File: config.mk
export PLATFORM = sky130hd
export DESIGN_NAME = mas_pipe
export DESIGN_NICKNAME = d
export VERILOG_FILES = /design/src/rtl/mas_pkg.sv /design/src/rtl/mas_pipe_mod_reduce.sv /design/src/rtl/mas_pipe.sv
export SDC_FILE = /design/constraint.sdc
export NUM_CORES = 1
export LEC_CHECK = 0
export BUFFER_PORTS_ARGS = -buffer_cell sky130_fd_sc_hd__buf_2
export CAP_MARGIN = 10
export CORE_AREA = 2 2 68 70
export DETAILED_ROUTE_END_ITERATION = 16
export DIE_AREA = 0 0 70 72
export MAX_ROUTING_LAYER = met4
export SETUP_SLACK_MARGIN = 0.5
export SLEW_MARGIN = 20
export SYNTH_ARGS = -nofsm -noshare
export SYNTH_HDL_FRONTEND = slang
export SYNTH_SLANG_ARGS = --single-unit
File: constraint.sdc
create_clock -name clk -period 5.9 [get_ports clk]
set_input_delay 0.885 -clock clk [delete_from_list [all_inputs] [get_ports clk]]
set_output_delay 0.885 -clock clk [all_outputs]
set_load 0.01 [all_outputs]
File: src/rtl/mas_pkg.sv
// mas_pkg: shared encodings and width helpers for the modular add/sub pipe.
// Provides sel/tcmp enums, default residue width and derived widths.
package mas_pkg;

  typedef enum logic [1:0] {
    SEL_ADD     = 2'b00,
    SEL_SUB     = 2'b01,
    SEL_ACC_ADD = 2'b10,
    SEL_ACC_SUB = 2'b11
  } sel_e;

  typedef enum logic [1:0] {
    TCMP_NONE = 2'b00,
    TCMP_SUBQ = 2'b01,
    TCMP_ADDQ = 2'b10
  } tcmp_e;

  localparam int W_DEF = 4;

  function automatic int raw_w(input int w);
    return w + 1;
  endfunction

  function automatic int ext_w(input int w);
    return w + 2;
  endfunction

  function automatic logic is_acc(input sel_e s);
    return s[1];
  endfunction

  function automatic logic is_sub(input sel_e s);
    return s[0];
  endfunction

endpackage

File: src/rtl/mas_pipe_mod_reduce.sv
// mod_reduce: one-step modular correction of a raw S1 result.
// Ports: raw (W+1), sub, q -> corr (W), tcmp.
module mod_reduce
  import mas_pkg::*;
#(
  parameter int W = W_DEF
) (
  input  logic [W:0]   raw,
  input  logic         sub,
  input  logic [W-1:0] q,
  output logic [W-1:0] corr,
  output tcmp_e        tcmp
);

  localparam int EW = ext_w(W);

  logic signed [EW-1:0] rx;
  logic signed [EW-1:0] qx;

  // An add of two residues is never negative and a sub never reaches
  // 2^W, so the op type tells how to widen the W+1 bit raw value.
  always_comb begin
    rx   = sub ? $signed({raw[W], raw})
               : $signed({1'b0, raw});
    qx   = $signed({2'b00, q});
    corr = raw[W-1:0];
    tcmp = TCMP_NONE;
    unique case (1'b1)
      rx[EW-1]: begin
        corr = raw[W-1:0] + q;
        tcmp = TCMP_ADDQ;
      end
      (rx >= qx): begin
        corr = raw[W-1:0] - q;
        tcmp = TCMP_SUBQ;
      end
      default: ;
    endcase
  end

endmodule

File: src/rtl/mas_pipe.sv
// mas_pipe: 2-stage (a +/- b) mod q with accumulator and valid/ready.
// in: in_valid/din1/din2/sel/q/acc_clr, out: out_valid/dout/tdout/tcmp.
module mas_pipe
  import mas_pkg::*;
#(
  parameter int W = W_DEF
) (
  input  logic         clk,
  input  logic         rst,
  input  logic         in_valid,
  output logic         in_ready,
  input  logic [W-1:0] din1,
  input  logic [W-1:0] din2,
  input  logic [1:0]   sel,
  input  logic [W-1:0] q,
  input  logic         acc_clr,
  output logic         out_valid,
  input  logic         out_ready,
  output logic [W-1:0] dout,
  output logic [W:0]   tdout,
  output logic [1:0]   tcmp
);

  sel_e         op;
  sel_e         s1_sel;
  logic         s1_valid;
  logic [W:0]   s1_raw;
  logic [W-1:0] s1_q;
  logic         s1_sub;
  logic         s2_adv;
  logic         s1_adv;
  logic [W-1:0] corr;
  tcmp_e        corr_tcmp;
  logic [W-1:0] acc;
  logic [W-1:0] x_op;
  logic [W-1:0] y_op;
  logic [W:0]   raw_nxt;

  assign op       = sel_e'(sel);
  assign s1_sub   = is_sub(s1_sel);
  assign s2_adv   = !out_valid || out_ready;
  assign s1_adv   = s1_valid && s2_adv;
  assign in_ready = !s1_valid || s2_adv;

  mod_reduce #(
    .W(W)
  ) u_reduce (
    .raw (s1_raw),
    .sub (s1_sub),
    .q   (s1_q),
    .corr(corr),
    .tcmp(corr_tcmp)
  );

  // Accumulator operand: a pending acc op in S1 has not reached acc
  // yet, so its corrected value is forwarded to avoid a bubble.
  always_comb begin
    x_op = din1;
    y_op = din2;
    if (is_acc(op)) begin
      y_op = din1;
      if (acc_clr)
        x_op = '0;
      else if (s1_valid && is_acc(s1_sel))
        x_op = corr;
      else
        x_op = acc;
    end
  end

  // Low W+1 bits of the W+2 bit sum; mod_reduce restores the sign.
  always_comb begin
    if (is_sub(op))
      raw_nxt = {1'b0, x_op} - {1'b0, y_op};
    else
      raw_nxt = {1'b0, x_op} + {1'b0, y_op};
  end

  always_ff @(posedge clk or posedge rst) begin
    if (rst) begin
      s1_valid <= 1'b0;
      s1_raw   <= '0;
      s1_q     <= '0;
      s1_sel   <= SEL_ADD;
    end else if (in_ready) begin
      s1_valid <= in_valid;
      if (in_valid) begin
        s1_raw <= raw_nxt;
        s1_q   <= q;
        s1_sel <= op;
      end
    end
  end

  always_ff @(posedge clk or posedge rst) begin
    if (rst) begin
      out_valid <= 1'b0;
      dout      <= '0;
      tdout     <= '0;
      tcmp      <= TCMP_NONE;
    end else if (s2_adv) begin
      out_valid <= s1_valid;
      if (s1_valid) begin
        dout  <= corr;
        tdout <= s1_raw;
        tcmp  <= corr_tcmp;
      end
    end
  end

  // Clear wins over a same-cycle write from a retiring acc op.
  always_ff @(posedge clk or posedge rst) begin
    if (rst)
      acc <= '0;
    else if (acc_clr)
      acc <= '0;
    else if (s1_adv && is_acc(s1_sel))
      acc <= corr;
  end

endmodule

==> results.cfg <==
[placed_design]
postPlaceCellArea_mm2 = 0.00189
io_buffers = 31
dp_hpwl_um = 2770
gp_congestion = 0.922

[logic_synthesis]
synth_compound_area_share_pct = 12.8
synth_area_mm2 = 0.00169
synth_top_family_by_area = multiplexers
synthCells = 156
syn_nets = 189
synth_fa_ha_area_share_pct = 11.3
synth_cell_types = 32
yosys_warnings = 0
synth_simple_gate_area_share_pct = 9.04
avgSynthCellArea_um2 = 10.8
ys_seq_area_share_pct = 41.5
yosys-mux-area-fraction_pct = 17.5
synthXorXnorAreaFrac_pct = 4.67
ys_seq_elements = 28

[cts]
cts_buffers = 3
cts_resized = 0
htree_num_levels = 1
hold_buffers = 0
cts_buffer_depth = 2
cts_tree = yes
clkSinkCount = 28
path_clk_slew_ns = 0.09
root_buffer = clkbuf_8
cts_setup_buffers = 0
clkLatencyLatePin_ns = 0.27

[run]
drv_cap = 0

[worst_setup_path]
crit_type = reg2reg
crit_path_max_fanout = 4
critical_path.endpoint_type = register
crit_required_ns = 6.04
r2r_end = s1_raw[4]
ff2ff_path_depth = 13
slowest_stage = fa_1
critical_path_arrival_ns = 4.01
r2r-start = s1_raw[3]
critPathMaxStageDelay_ns = 0.49
worst_setup_path_start_kind = register
rrSetupSlack_ns = 2.03
path_cells = ha_1, nand3b_1, o22ai_1, mux2i_1, fa_1, mux2_2, mux2i_1, o2bb2ai_1, fa_1, a21o_1, a21oi_1, xnor2_1, o21ai_0

[final_layout]
drive_above_1_share_pct = 29.9
nNetsFinal = 221
utilization_pct = 45.7
areaGrowthSynthToFinish_pct = 15.3
design_area_mm2 = 0.00195
antenna_cells = 0

[timing]
setup_viol = 0
rsz0062_at_grt = no
fin_crit_ns = 3.87
clock_skew_ns = 0.00366
fin_setup_tns_ns = 0
tightest_slew_ns = 0.572
timing.fmax_mhz = 258
maxSlewViolCount = 0
hold_violations = 0
period_share_pct = 65.6
relSlewSlack_pct = 61.8

[detailed_routing]
wirelength_um = 3500
drc = 0
drtIter0Drc = 42
vias = 1257
route.antenna.remaining_nets = 0
vias_per_cell = 5.26
dr.pass1.iters = 4
wl_per_cell_um = 14.7

[power_and_ir_drop]
leakage_uw = 0.000944
powerDensity_mw_per_mm2 = 419
finalPower_uw = 816
vdd_drop_max_mv = 0.136

[floorplan]
io_pins = 32
die-height_um = 72
fp.dieW_um = 70
die-area_mm2 = 0.00504
placementRows = 24
fp.coreArea_mm2 = 0.00426
initial_core_util_pct = 39.6

[global_route]
grt_max_degree = 29
antenna_found_initial = 0
track_usage_pct = 15.7
grt_pass1_wl_um = 6200
grt_overflow = 0
grt_pass1_vias = 1359

[hold_path]
worstHoldPathCells = 2
hold_path_end = tdout[0]
hold_start = tdout[0]
hold_path_class = reg2reg

[outcome]
status = finished clean
## cell usage in the layout (no fill, tap or decap)
cell type  netlist  layout
nand2b_1         5       5
o22ai_1          2       2
inv_2            0       1
and2_1           1       1
mux2_4           1       1
fa_1             2       2
mux2i_1         10      10
clkbuf_8         0       4
nand2_1         13      13
a31oi_1          1       1
a21o_1           2       2
xor2_1           5       5
a21oi_2          1       1
dfrtp_1         28      28
o31a_1           1       1
o21ai_2          1       1
a211oi_1         2       2
o21ai_0          9       9
o2bb2ai_1        2       2
inv_1           10       9
nand3_1          1       1
xnor2_1          4       4
or3_1            1       1
mux2_2          16      16
buf_2            2      31
ha_1            12      12
a211oi_4         1       1
a311oi_1         1       1
o31ai_1          2       2
and3_1           1       1
nand3b_1         3       3
a21oi_1          7       7
nor2_1           7       7
## through the flow
step | setup slack (ns) | cells | hold slack (ns)
6_report | 2.03 | 239 | 0.493
4_1_cts | 2.00 | 239 | 0.502
3_3_place_gp | 2.17 | 235 | 0.465
5_1_grt | 1.77 | 239 | 0.524
3_5_place_dp | 2.03 | 235 | 0.481
2_1_floorplan | 2.47 | 156 | 0.450
## how the worst max path moves through the flow
stage | from | endpoint | cells after the start
after floorplan | s1_raw[3] | s1_raw[4] | 13
after global placement | s1_raw[3] | s1_raw[4] | 13
after detailed placement | s1_q[3] | s1_raw[4] | 14
after CTS | s1_q[3] | s1_raw[4] | 14
after global routing | s1_q[3] | s1_raw[4] | 14
final | s1_raw[3] | s1_raw[4] | 13
## logic make-up after synthesis
kind of cell             count (synthesis)
AO/OA/AOI/OAI                           32
XOR/XNOR                                 9
adder cells (fa/ha/maj)                 14
buffers and inverters                   14
flip-flops                              28
multiplexers                            27
AND/OR/NAND/NOR                         32
## synth_stat cells
| cell | n | area share, % |
|---|---|---|
| a211oi_1 | 2 | 0.89 |
| a211oi_4 | 1 | 1.2 |
| a21o_1 | 2 | 0.89 |
| a21oi_1 | 7 | 2.1 |
| a21oi_2 | 1 | 0.52 |
| a311oi_1 | 1 | 0.52 |
| a31oi_1 | 1 | 0.37 |
| and2_1 | 1 | 0.37 |
| and3_1 | 1 | 0.37 |
| buf_2 | 2 | 0.59 |
| clkbuf_1 | 2 | 0.44 |
| dfrtp_1 | 28 | 41 |
| fa_1 | 2 | 2.4 |
| ha_1 | 12 | 8.9 |
| inv_1 | 10 | 2.2 |
| mux2_2 | 16 | 11 |
| mux2_4 | 1 | 0.89 |
| mux2i_1 | 10 | 5.9 |
| nand2_1 | 13 | 2.9 |
| nand2b_1 | 5 | 1.9 |
| nand3_1 | 1 | 0.30 |
| nand3b_1 | 3 | 1.3 |
| nor2_1 | 7 | 1.6 |
| o21ai_0 | 9 | 2.7 |
| o21ai_2 | 1 | 0.52 |
| o22ai_1 | 2 | 0.74 |
| o2bb2ai_1 | 2 | 1.0 |
| o31a_1 | 1 | 0.52 |
| o31ai_1 | 2 | 0.89 |
| or3_1 | 1 | 0.37 |
| xnor2_1 | 4 | 2.1 |
| xor2_1 | 5 | 2.6 |
## layout make-up
| class | count | area [um^2] |
|---|---|---|
| repair buffers | 31 | 155 |
| inverters | 10 | 37.5 |
| multi-input cells | 114 | 933 |
| clock buffers | 4 | 55.1 |
| well taps | 52 | 65.1 |
| flip-flops and latches | 28 | 701 |
| fillers | 405 | 2320 |
## worst max-delay path: cells and delay by family, from the launching register on
| kind | cells | cell delay (ns) |
|---|---|---|
| adders and majority gates | 3 | 1.32 |
| and+or+nand+nor | 1 | 0.16 |
| DFF | 1 | 0.42 |
| AOI/OAI and AO/OA | 5 | 0.87 |
| xor gates and xnor gates | 1 | 0.13 |
| muxes | 3 | 0.85 |
## where the power goes
part / total, uW / internal (uW) / switching (uW)
combinational: 402 / 194 / 208
clock: 118 / 59.8 / 58.0
sequential: 297 / 250 / 46.3
total: 816 / 504 / 313
## flip-flops by register name (all words and copies together), names as in the netlist
register and flops:
s1_sel 2, s1_valid 1, tcmp 2, s1_raw 5
out_valid 1, dout 4, tdout 5, acc 4
s1_q 4
## per-layer routing
metal / part of all wire (%) / GRT usage [%] / up-vias
li1: - / - / 615
met1: 44 / 19.1 / 605
met2: 50 / 27.3 / 33
met3: 4.1 / 1.67 / 4
met4: 1.5 / 5.77 / 0
met5: 0 / - / -
Power figures use the tool's default switching activity.
